File: src/rtl/leon3s_signature_pkg.sv
// Shared constants, shifter state encoding and the bus-folding helper for the
// output signature compactor.
package leon3s_signature_pkg;

   localparam logic [31:0] DEF_POLY = 32'h04C11DB7;
   localparam logic [31:0] DEF_SEED = 32'h00000001;

   // Upper bounds for the fold helper; callers zero-extend into these.
   localparam int FOLD_MAX_W = 256;
   localparam int FOLD_MAX_S = 64;

   typedef enum logic [0:0] {
      SH_IDLE = 1'b0,
      SH_BUSY = 1'b1
   } sh_state_e;

   // XOR successive sig_width-bit chunks of data together. Bits above the real
   // bus width must already be zero, which gives the zero-padded last chunk.
   function automatic logic [FOLD_MAX_S-1:0] fold_bus(input logic [FOLD_MAX_W-1:0] data,
                                                      input int sig_width);
      logic [FOLD_MAX_S-1:0] f;
      logic [FOLD_MAX_S-1:0] mask;
      logic [FOLD_MAX_W-1:0] rest;
      mask = ~({FOLD_MAX_S{1'b1}} << sig_width);
      rest = data;
      f    = '0;
      for (int c = 0; c < FOLD_MAX_W / 2; c++) begin
         f    = f ^ (rest[FOLD_MAX_S-1:0] & mask);
         rest = rest >> sig_width;
      end
      return f;
   endfunction

endpackage

File: src/rtl/leon3s_signature_if.sv
// Observed-bus / serial-signature port bundle between the core outputs and the
// signature compactor.
interface leon3s_signature_if #(
   parameter int WIDTH = 32
);
   logic             en;
   logic [WIDTH-1:0] data_in;
   logic             sig_out;
   logic             sig_valid;
   logic             overrun;

   modport master (output en, data_in, input sig_out, sig_valid, overrun);
   modport slave  (input en, data_in, output sig_out, sig_valid, overrun);
endinterface

File: src/rtl/leon3s_signature_misr_core.sv
// MISR register: steps on enable, reloads the seed instead of stepping when a
// window closes.
module leon3s_signature_misr_core
   import leon3s_signature_pkg::*;
#(
   parameter int          SIG_WIDTH = 32,
   parameter logic [31:0] POLY      = DEF_POLY,
   parameter logic [31:0] SEED      = DEF_SEED
) (
   input  logic                 clk,
   input  logic                 reset,
   input  logic                 step,
   input  logic                 reseed,
   input  logic [SIG_WIDTH-1:0] fold,
   output logic [SIG_WIDTH-1:0] misr_next,
   output logic [SIG_WIDTH-1:0] misr_cur
);

   localparam logic [SIG_WIDTH-1:0] POLY_W = SIG_WIDTH'(POLY);
   localparam logic [SIG_WIDTH-1:0] SEED_W = SIG_WIDTH'(SEED);

   logic [SIG_WIDTH-1:0] misr_d, misr_q;

   always_comb begin
      misr_next = {misr_q[SIG_WIDTH-2:0], 1'b0} ^ (misr_q[SIG_WIDTH-1] ? POLY_W : '0) ^ fold;
      misr_d    = misr_q;
      if (step) misr_d = reseed ? SEED_W : misr_next;
   end

   always_ff @(posedge clk) begin
      if (!reset) misr_q <= SEED_W;
      else        misr_q <= misr_d;
   end

   assign misr_cur = misr_q;

endmodule

File: src/rtl/leon3s_signature.sv
// Compacts a wide observed bus into a MISR signature per window of enabled
// cycles and shifts each finished signature out MSB first on one pin.
module leon3s_signature
   import leon3s_signature_pkg::*;
#(
   parameter int          WIDTH     = 32,
   parameter int          SIG_WIDTH = 32,
   parameter logic [31:0] POLY      = DEF_POLY,
   parameter logic [31:0] SEED      = DEF_SEED,
   parameter int          WINDOW    = 256
) (
   input logic               clk,
   input logic               reset,
   leon3s_signature_if.slave bus
);

   localparam int CNT_W = (WINDOW > 1) ? $clog2(WINDOW) : 1;
   localparam int BC_W  = $clog2(SIG_WIDTH);

   logic [FOLD_MAX_W-1:0] data_ext;
   logic [FOLD_MAX_S-1:0] fold_all;
   logic [SIG_WIDTH-1:0]  fold, misr_next, misr_cur;
   logic                  snap, last_bit;
   logic                  unused_bits;

   logic [CNT_W-1:0]     win_d, win_q;
   sh_state_e            state_d, state_q;
   logic [SIG_WIDTH-1:0] shreg_d, shreg_q;
   logic [BC_W-1:0]      bcnt_d, bcnt_q;
   logic                 ovr_d, ovr_q;

   assign data_ext    = FOLD_MAX_W'(bus.data_in);
   assign fold_all    = fold_bus(data_ext, SIG_WIDTH);
   assign fold        = fold_all[SIG_WIDTH-1:0];
   assign unused_bits = ^{misr_cur, fold_all};

   leon3s_signature_misr_core #(
      .SIG_WIDTH(SIG_WIDTH),
      .POLY     (POLY),
      .SEED     (SEED)
   ) u_misr (
      .clk      (clk),
      .reset    (reset),
      .step     (bus.en),
      .reseed   (snap),
      .fold     (fold),
      .misr_next(misr_next),
      .misr_cur (misr_cur)
   );

   always_comb begin
      snap  = bus.en && (win_q == CNT_W'(WINDOW - 1));
      win_d = win_q;
      if (bus.en) win_d = snap ? '0 : win_q + CNT_W'(1);
   end

   // The shifter drains to all-zero after SIG_WIDTH shifts, so sig_out is
   // simply the register MSB and reads 0 whenever idle.
   always_comb begin
      last_bit = (bcnt_q == BC_W'(SIG_WIDTH - 1));
      state_d  = state_q;
      shreg_d  = shreg_q;
      bcnt_d   = bcnt_q;
      ovr_d    = ovr_q;
      if (state_q == SH_BUSY) begin
         shreg_d = {shreg_q[SIG_WIDTH-2:0], 1'b0};
         bcnt_d  = bcnt_q + BC_W'(1);
         if (last_bit) state_d = SH_IDLE;
      end
      // A new snapshot always wins; it only counts as lost data if the old
      // signature had bits left to present.
      if (snap) begin
         shreg_d = misr_next;
         bcnt_d  = '0;
         state_d = SH_BUSY;
         if (state_q == SH_BUSY && !last_bit) ovr_d = 1'b1;
      end
   end

   always_ff @(posedge clk) begin
      if (!reset) begin
         win_q   <= '0;
         state_q <= SH_IDLE;
         shreg_q <= '0;
         bcnt_q  <= '0;
         ovr_q   <= 1'b0;
      end else begin
         win_q   <= win_d;
         state_q <= state_d;
         shreg_q <= shreg_d;
         bcnt_q  <= bcnt_d;
         ovr_q   <= ovr_d;
      end
   end

   assign bus.sig_out   = shreg_q[SIG_WIDTH-1];
   assign bus.sig_valid = (state_q == SH_BUSY);
   assign bus.overrun   = ovr_q;

endmodule

File: src/flat_wrapper.sv
// flat-port wrapper written by rule: the top's interface ports become plain ports
module leon3s_signature_flat import leon3s_signature_pkg::*;
#(
   parameter int          WIDTH     = 32,
   parameter int          SIG_WIDTH = 32,
   parameter logic [31:0] POLY      = DEF_POLY,
   parameter logic [31:0] SEED      = DEF_SEED,
   parameter int          WINDOW    = 256
)
  (clk, reset, bus_en, bus_data_in, bus_sig_out, bus_sig_valid, bus_overrun);
  leon3s_signature_if #(.WIDTH(WIDTH)) bus_i ();
  input logic clk;
  input logic reset;
  input wire logic [$bits(bus_i.en)-1:0] bus_en;
  input wire logic [$bits(bus_i.data_in)-1:0] bus_data_in;
  output wire logic [$bits(bus_i.sig_out)-1:0] bus_sig_out;
  output wire logic [$bits(bus_i.sig_valid)-1:0] bus_sig_valid;
  output wire logic [$bits(bus_i.overrun)-1:0] bus_overrun;
  assign bus_i.en = bus_en;
  assign bus_i.data_in = bus_data_in;
  assign bus_sig_out = bus_i.sig_out;
  assign bus_sig_valid = bus_i.sig_valid;
  assign bus_overrun = bus_i.overrun;
  leon3s_signature #(.WIDTH(WIDTH), .SIG_WIDTH(SIG_WIDTH), .POLY(POLY), .SEED(SEED), .WINDOW(WINDOW)) u_core (.clk(clk), .reset(reset), .bus(bus_i));
endmodule
File: config.mk
export PLATFORM = sky130hd
export DESIGN_NAME = leon3s_signature_flat
export DESIGN_NICKNAME = d
export VERILOG_FILES = /design/src/rtl/leon3s_signature_pkg.sv /design/src/rtl/leon3s_signature_if.sv /design/src/rtl/leon3s_signature_misr_core.sv /design/src/rtl/leon3s_signature.sv /design/src/flat_wrapper.sv
export SDC_FILE = /design/constraint.sdc
export NUM_CORES = 1
export LEC_CHECK = 0
export CORE_UTILIZATION = 51
export CTS_CLUSTER_DIAMETER = 30
export CTS_CLUSTER_SIZE = 20
export DETAILED_ROUTE_END_ITERATION = 16
export HOLD_SLACK_MARGIN = 0.1
export PLACE_DENSITY = 0.74
export SYNTH_ARGS = -nofsm -noshare
export SYNTH_HDL_FRONTEND = slang
export SYNTH_SLANG_ARGS = --single-unit
File: constraint.sdc
create_clock -name clk -period 1.35 [get_ports clk]
set_input_delay 0.3375 -clock clk [delete_from_list [all_inputs] [get_ports clk]]
set_output_delay 0.3375 -clock clk [all_outputs]
set_load 0.005 [all_outputs]
; Word level (Yosys, flattened, before mapping)
; Cells that the tools add are included.
[word_totals]
ff_bits = 79
latchBits = 0
mem_bits_rw = 0
mem_bits_ro = 0
n_memories = 0
[op_classes]
addsub = 2
multipliers = 0
div = 0
order_cmp = 0
eq_ne = 2
n_shift = 0
mux = 8
bitwise = 3
reduce_logical = 6
[op_table]
columns = cell, n
row1 = 2-to-1 mux 32 bit, 3
row2 = bitwise XOR 32 bit, 2
row3 = 2-to-1 mux 27 bit, 1
row4 = "adder 8 x 1 -> 8 bit, second input constant", 1
row5 = "equality test 8 bit, second input constant", 1
row6 = 2-to-1 mux 8 bit, 1
row7 = "adder 5 x 1 -> 5 bit, second input constant", 1
row8 = "equality test 5 bit, second input constant", 1
row9 = 2-to-1 mux 1 bit, 3
row10 = logical AND 1 bit, 2
row11 = AND reduction 2 bit, 1
row12 = nonzero test 2 bit, 1
row13 = OR reduction 2 bit, 1
row14 = logical NOT 1 bit, 1
row15 = NOT 1 bit, 1

; Depth between registers and ports, before layout
; Gate-level depths: netlist (run 1).
[logic_depth]
ltp_word = 4
ltp_mapped = 6
mapped_depth_nobuf = 6

; Cells and area by module
; A second synthesis (run 1) with hierarchy kept.
[unflattened]
hier_cells = 383
area_unflattened_um2 = 3955.0
[modules_own_cells]
columns = module, n_inst, cells_each, area_per_inst_um2, seq_area_each_um2
row1 = leon3s_signature, 1, 223, 2371.0, 940.9
row2 = leon3s_signature_misr_core, 1, 160, 1584.0, 640.6

; Worst setup path after synthesis (run 1)
; OpenSTA, ideal clock, no wires.
[synth_path]
kind = register to register
startpoint = register u_core.win_q[0]
endpoint = register u_core.u_misr.misr_q[10], in the netlist u_core.u_misr.misr_cur[10]
setup_time_ps = 116
arrival_ps = 1346
path_slack_ps = -112
path_stages_with_launch = 7
path_buffers = 2
synth_period_minus_slack_ps = 1462
path_cell_list = dfxtp_1 -> ha_1 -> and4_1 -> buf_4 -> nand2_2 -> buf_2 -> a41o_1
[synth_between]
elab_chain_len = 3
[synth_rtl]
columns = item, line
row1 = start: declaration, leon3s_signature.sv:26  ; logic [CNT_W-1:0] win_d, win_q;
row2 = start signal: assignment, leon3s_signature.sv:88  ; win_q <= win_d;
row3 = equality test 8 bit, leon3s_signature.sv:52  ; snap = bus.en && (win_q == CNT_W'(WINDOW - 1));
row4 = logical AND 1 bit, leon3s_signature.sv:52
row5 = 2-to-1 mux 32 bit, leon3s_signature_misr_core.sv:27  ; if (step) misr_d = reseed ? SEED_W : misr_next;
row6 = end signal: assignment, leon3s_signature_misr_core.sv:32  ; else misr_q <= misr_d;
row7 = end: declaration, leon3s_signature_misr_core.sv:22  ; logic [SIG_WIDTH-1:0] misr_d, misr_q;
; Every way passes these cells.
; A chain may end at the register's enable or synchronous reset.

; Final worst setup path (run 1)
[layout_path]
startpoint = register u_core.win_q[1]
endpoint = register u_core.shreg_q[17]
[layout_between]
elab_chain_len = 3
[layout_rtl]
columns = item, line
row1 = equality test 8 bit *, leon3s_signature.sv:52
row2 = logical AND 1 bit *, leon3s_signature.sv:52
row3 = 2-to-1 mux 32 bit or nonzero test 2 bit (tied branches), n/a
row4 = end signal: assignment, leon3s_signature.sv:90  ; shreg_q <= shreg_d;
row5 = end: declaration, leon3s_signature.sv:28  ; logic [SIG_WIDTH-1:0] shreg_d, shreg_q;
; Mark *: on every way between the ends. The rest lies on a longest branch, timed or not.

==> flow_summary.ini, run 1 <==
[sta]
fin_ws_ps = -61.6
worst_hold_slack_ps = 419
tightest_slew_ps = 276
setup_violations = 34
maxSlewViolCount = 0
maxSlewHeadroom = 0.816
clock_skew_ps = 10.3
rsz0062_at_grt = yes
min_period_over_period = 1.05
fin_crit_ps = 1410
fmax_ghz = 0.708
hold_violations = 0

[cells_and_area]
final_common_cell = dfxtp_1
drive_above_1_share = 0.187
n_fill_cell = 595
nNetsFinal = 484
fin_area_sq_um = 4920
insertedDiodeCount = 0
layout_common_cells = dfxtp_1, clkdlybuf4s50_1, mux2i_1
area_growth_syn_to_layout_pct = 28.5
finalNonFillerCells = 549

[clocking]
cts_tree = done
cts_hold_buf = 0
cts_sinks = 79
worstSkewPairLatency_ps = 340
cts_buffers = 9
htree_levels = 3
clk_pin_slew_ps = 70
clock-root-buffer = clkbuf_8
clock_path_buffers = 2

[global_routing]
first_global_vias = 2919
grt_max_degree = 51
grt_use_total = 0.230
antenna_found_initial = 0
gr-total-overflow = 0
grt_pass1_wl_mm = 13.7

[worst_setup_path]
cp.arrival_ps = 1640
crit_chain = ha_4 -> nand4_4 -> buf_12 -> buf_16 -> nor3_1 -> a211oi_1
cpPeakStageDelay_ps = 360
rr_worst_depth = 6
r2r_end = u_core.shreg_q[17]
worstReg2RegStart = u_core.win_q[1]
endpoint = u_core.shreg_q[17]
reg2reg_slack_ps = -60
cp_max_fo = 18
startpoint = u_core.win_q[1]
required_ps = 1570
crit_path_top_delay_cell = dfxtp_4
startpoint_type = register
endpoint_kind = register
path_class = register to register

[power_and_ir_drop]
power_switching_mw = 1.21
seqPwrFrac = 0.526
peakVddDrop_mv = 0.553
clkPwrFrac = 0.337
power_density_nw_per_um2 = 963
total_leakage_power_nw = 1.85
swShare = 0.255
p_comb_frac = 0.137
p_int_mw = 3.53

[yosys]
ys.flop_type = dfxtp_1
syn_area_sq_um = 3830
synth_area_leader_cell = dfxtp_1
synth.yosys.seq_area_share = 0.413
ys_seq_elements = 79
postSynthAreaPerCell_sq_um = 9.67
synth_cells = 396
yosys.cell_types.count = 37
synth_top_cell_area_share = 0.413
synth_edf_count = 0
synth_top_cells_by_area = dfxtp_1, mux2i_1, xnor2_1
yosys_warnings = 0
postSynth.asyncResetShare = 0
synth_nets = 434

[detailed_routing]
drc = 0
dr.pass1.iters = 4
vias = 3213
antenna_left = 0
wire_per_inst_um = 17.1
viasPerCell = 5.85
drtIter0Drc = 221
totalWireLength_mm = 9.39

[floorplanning]
initial_core_util = 0.528
die_y_um = 88.6
dieWidth_um = 88.6
boundaryPins = 38
rows = 31
dieArea_sq_um = 7860
core_area_sq_um = 7250

[place]
dp_worst_setup_slack_ps = -194
place_area_sq_um = 4450
io_buffers = 37
dp_cells = 522
dpl.hpwl_mm = 5.47
place_congestion = 0.776

[outcome]
failed_checks = negative setup slack
outcome = complete, but fails checks

[flow_run]
drv_cap = 0

[min_path]
hp-class = primary input to register
-- final cells by class --
cell class / instances / area (sq um) / area share
clock buffer: 11 / 153 / 0.0310
sequential: 79 / 1610 / 0.327
multi-input combinational: 278 / 2150 / 0.438
tap: 99 / 124 / 0.0252
inverter: 1 / 3.75 / 0.000763
clock inverter: 4 / 20.0 / 0.00407
timing repair buffer: 77 / 858 / 0.174
-- registers in the layout, indices dropped and copies added, names as in the netlist --
register	count
u_core.bus.overrun	1
u_core.u_misr.misr_cur	32
u_core.bus.sig_valid	1
u_core.win_q	8
u_core.bcnt_q	5
u_core.shreg_q	32
-- critical path: cells and delay by family, from the launching register on --
family	cells	cell delay, ps
simple gates	2	370
flops	1	360
buf+inv	2	340
fa+ha+maj	1	150
compound gates	1	80
-- metal layers --
| metal | up-vias | part of all wire | track usage |
|---|---|---|---|
| met4 | 0 | 0.012 | 0.0836 |
| met5 | - | 0 | 0 |
| met3 | 11 | 0.060 | 0.0373 |
| li1 | 1547 | - | - |
| met2 | 91 | 0.49 | 0.385 |
| met1 | 1564 | 0.44 | 0.299 |
-- how the worst min path moves through the flow --
stage                               start  cells past startpoint                         end
2_1_floorplan  u_core.u_misr.misr_cur[28]                      2  u_core.u_misr.misr_cur[28]
5_1_grt                            bus_en                      3  u_core.u_misr.misr_cur[18]
4_1_cts                            bus_en                      3  u_core.u_misr.misr_cur[18]
3_3_place_gp           u_core.bus.overrun                      1          u_core.bus.overrun
3_5_place_dp           u_core.bus.overrun                      1          u_core.bus.overrun
6_report                           bus_en                      3  u_core.u_misr.misr_cur[18]
-- cell usage after synthesis (all sizes together), types with 4 or more instances --
library cell  count
a211oi           18
a21oi            25
a41o             10
buf              19
clkbuf           19
dfxtp            79
mux2i            32
nand2             6
nand2b           19
nand3             5
nand4             4
nor2             10
nor3             19
nor3b            10
o211a            10
o211ai           20
o21ai            17
xnor2            26
xor2             26
-- through the flow --
stage	TNS [ps]	utilization	total power [mW]
after CTS	-588	0.646	4.77
after detailed placement	-6850	0.613	3.19
after floorplan	0	-	2.95
after global placement	-5560	0.613	3.17
final	-844	0.678	4.74
after global routing	-4430	0.678	4.94
-- cells by family (layout without fill, tap and decap cells) --
kind of cell / count (synthesis) / after routing / synth area share
simple gates: 83 / 83 / 0.126
xor+xnor: 52 / 52 / 0.119
flops: 79 / 79 / 0.413
compound gates: 105 / 105 / 0.193
mux: 35 / 35 / 0.0925
buf+inv: 39 / 93 / 0.0467
fa+ha+maj: 3 / 3 / 0.00981
-- power groups by stage --
| stage | Combinational (mW) | Sequential (mW) | Clock (mW) |
|---|---|---|---|
| global route | 0.706 | 2.50 | 1.73 |
| finish | 0.651 | 2.49 | 1.59 |
| CTS | 0.644 | 2.50 | 1.63 |
| global placement | 0.624 | 2.55 | 0 |
| floorplan | 0.410 | 2.54 | 0 |
| detailed placement | 0.637 | 2.55 | 0 |
-- repair_timing --
action,4_1_cts,5_1_grt
endpoints found under the setup margin,17,67
pin swaps,3,21
buffers inserted,2,4
gates resized for setup,8,31
gates cloned,1,5
(Power assumes the default switching activity.)
==> inputs of run 2 (changes only) <==
--- a/config.mk
+++ b/config.mk
@@ -5,6 +5,7 @@
 export SDC_FILE = /design/constraint.sdc
 export NUM_CORES = 1
 export LEC_CHECK = 0
+export CORE_ASPECT_RATIO = 1.1
 export CORE_UTILIZATION = 51
 export CTS_CLUSTER_DIAMETER = 30
 export CTS_CLUSTER_SIZE = 20
==> run 2 against run 1 <==
Compared with the run above:
- count of clock-buffer cells in the layout increased by 1
- the flow still finishes with violations (negative setup slack)
- flip-flop and latch count unchanged
- wire length increased by 14%
- worst setup slack improved by 20 ps
- sequential power about the same
- first-iteration DRC count decreased by 11%
- utilization increased by 6.8 points
- power increased by 8.9%
- highest routed layer unchanged
- via count increased by 2.3%
- largest power group unchanged
- cell count decreased by 0.36%
- largest cell class unchanged
==> flow_summary.ini, run 2 (same netlist as run 1, synthesis figures left out) <==
[detailed_routing]
totalWireLength_mm = 10.7
dr.pass1.iters = 6
drtIter0Drc = 197
wire_per_inst_um = 19.6
drc = 0
vias = 3287
antenna_left = 0
viasPerCell = 6.01

[worst_setup_path]
path_class = register to register
cp_top_family = simple AND/OR/NAND/NOR gates
critPathBufInv = 1
endpoint_kind = register
r2r_end = u_core.shreg_q[10]
rr_worst_depth = 5
crit_chain = ha_4 -> and4_4 -> nand2_8 -> clkbuf_16 -> o211a_1
cp.arrival_ps = 1650
worstReg2RegStart = u_core.win_q[0]
cp_max_fo = 7
cpPeakStageDelay_ps = 360
crit_path_top_delay_cell = dfxtp_4
required_ps = 1600
startpoint_type = register
reg2reg_slack_ps = -40

[cells_and_area]
insertedDiodeCount = 0
area_growth_syn_to_layout_pct = 39.0
multi_input_comb_area_sq_um = 2380
nNetsFinal = 495
fin_area_sq_um = 5320
n_fill_cell = 471
drive_above_1_share = 0.281
register_area_sq_um = 1600
layout_common_cells = dfxtp_1, clkdlybuf4s50_1, mux2i_1
final_common_cell = dfxtp_1

[sta]
min_period_over_period = 1.03
maxSlewViolCount = 0
tightest_slew_ps = 414
maxSlewHeadroom = 0.723
rsz0062_at_grt = yes
clock_skew_ps = 7.88
fin_ws_ps = -42.1
fin_crit_ps = 1390
setup_violations = 37
fmax_ghz = 0.718
hold_violations = 0

[place]
place_area_sq_um = 4480
io_buffers = 37
place_congestion = 0.779
dp_worst_setup_slack_ps = -188
dpl.hpwl_mm = 5.48

[global_routing]
grt_use_total = 0.238
gr-total-overflow = 0
grt_pass1_wl_mm = 14.6
first_global_vias = 3043
antenna_found_initial = 0
grt_max_degree = 43

[floorplanning]
dieWidth_um = 84.6
rows = 32
initial_core_util = 0.537
die_y_um = 92.9
dieArea_sq_um = 7860
core_area_sq_um = 7130
boundaryPins = 38

[flow_run]
drv_cap = 0

[power_and_ir_drop]
power_density_nw_per_um2 = 969
total_leakage_power_nw = 2.03
peakVddDrop_mv = 0.590
total_power_mw = 5.16

[min_path]
whs_path_depth = 1
min_to = u_core.bus.overrun
hp-class = register to register
hold_start = u_core.bus.overrun

[clocking]
cts_tree = done
clk_pin_slew_ps = 80
htree_levels = 3
worstSkewPairLatency_ps = 350
clock_path_buffers = 2
clock-root-buffer = clkbuf_8
cts_buffers = 9
cts_sinks = 79

[outcome]
outcome = complete, but fails checks
failed_checks = negative setup slack
## run 2: cell count changes in the layout (fill, tap and decap cells not counted), moves of 5 or more
| cell | delta |
|---|---|
| a211oi_1 | -11 |
| a211oi_2 | +11 |
| nor3_4 | +7 |
| nor3_1 | -5 |
| o21ai_2 | +5 |
## run 2: cell type report
type / count / area share
clock buffers: 12 / 0.0273
clock inverters: 4 / 0.0132
inverters: 1 / 0.000705
multi-input cells: 278 / 0.448
flip-flops and latches: 79 / 0.301
well taps: 85 / 0.0200
repair buffers: 88 / 0.190
## run 2: worst register-to-register path, stage by stage, from the launching register on
cell	delay, ps
dfxtp_4	360
ha_4	150
and4_4	260
nand2_8	120
clkbuf_16	190
o211a_1	210
## run 2: power by group
part           leakage, nW  internal (mW)  total (mW)  switching [mW]
clock network        0.110           1.09        1.97           0.880
logic                 1.27          0.351       0.691           0.340
registers            0.650           2.43        2.50          0.0729
total                 2.03           3.87        5.16            1.29
## run 2: worst max-delay path by stage
stage	start	to	slack, ps	cells past startpoint
2_1_floorplan	u_core.win_q[1]	u_core.u_misr.misr_cur[10]	20	6
3_3_place_gp	reset	u_core.u_misr.misr_cur[2]	-160	5
3_5_place_dp	reset	u_core.u_misr.misr_cur[16]	-190	5
4_1_cts	u_core.win_q[0]	u_core.u_misr.misr_cur[22]	-20	5
5_1_grt	u_core.win_q[1]	u_core.u_misr.misr_cur[21]	-100	6
6_report	u_core.win_q[0]	u_core.shreg_q[10]	-40	5
## run 2: what timing repair did
action,in CTS,in global routing
resized for setup,16,77
setup endpoints to repair,22,62
cloned,1,7
hold buffers,0,0
buffers inserted,3,7
pin swaps,7,57
## run 2: routing by layer
metal	up-vias	wire (um)	global-route usage
met5	-	0	0
met4	0	299	0.106
met3	22	362	0.0357
met2	83	5500	0.411
met1	1614	4570	0.295
li1	1568	-	-
## run 2: stage by stage
| step | hold WS [ps] | instances | TNS [ps] | utilization |
|---|---|---|---|---|
| after floorplan | 461 | 396 | 0 | - |
| final | 448 | 547 | -586 | 0.747 |
| after global routing | 455 | 547 | -3510 | 0.747 |
| after CTS | 444 | 533 | -51.3 | 0.675 |
| after global placement | 448 | 513 | -5390 | 0.629 |
| after detailed placement | 460 | 513 | -6620 | 0.629 |
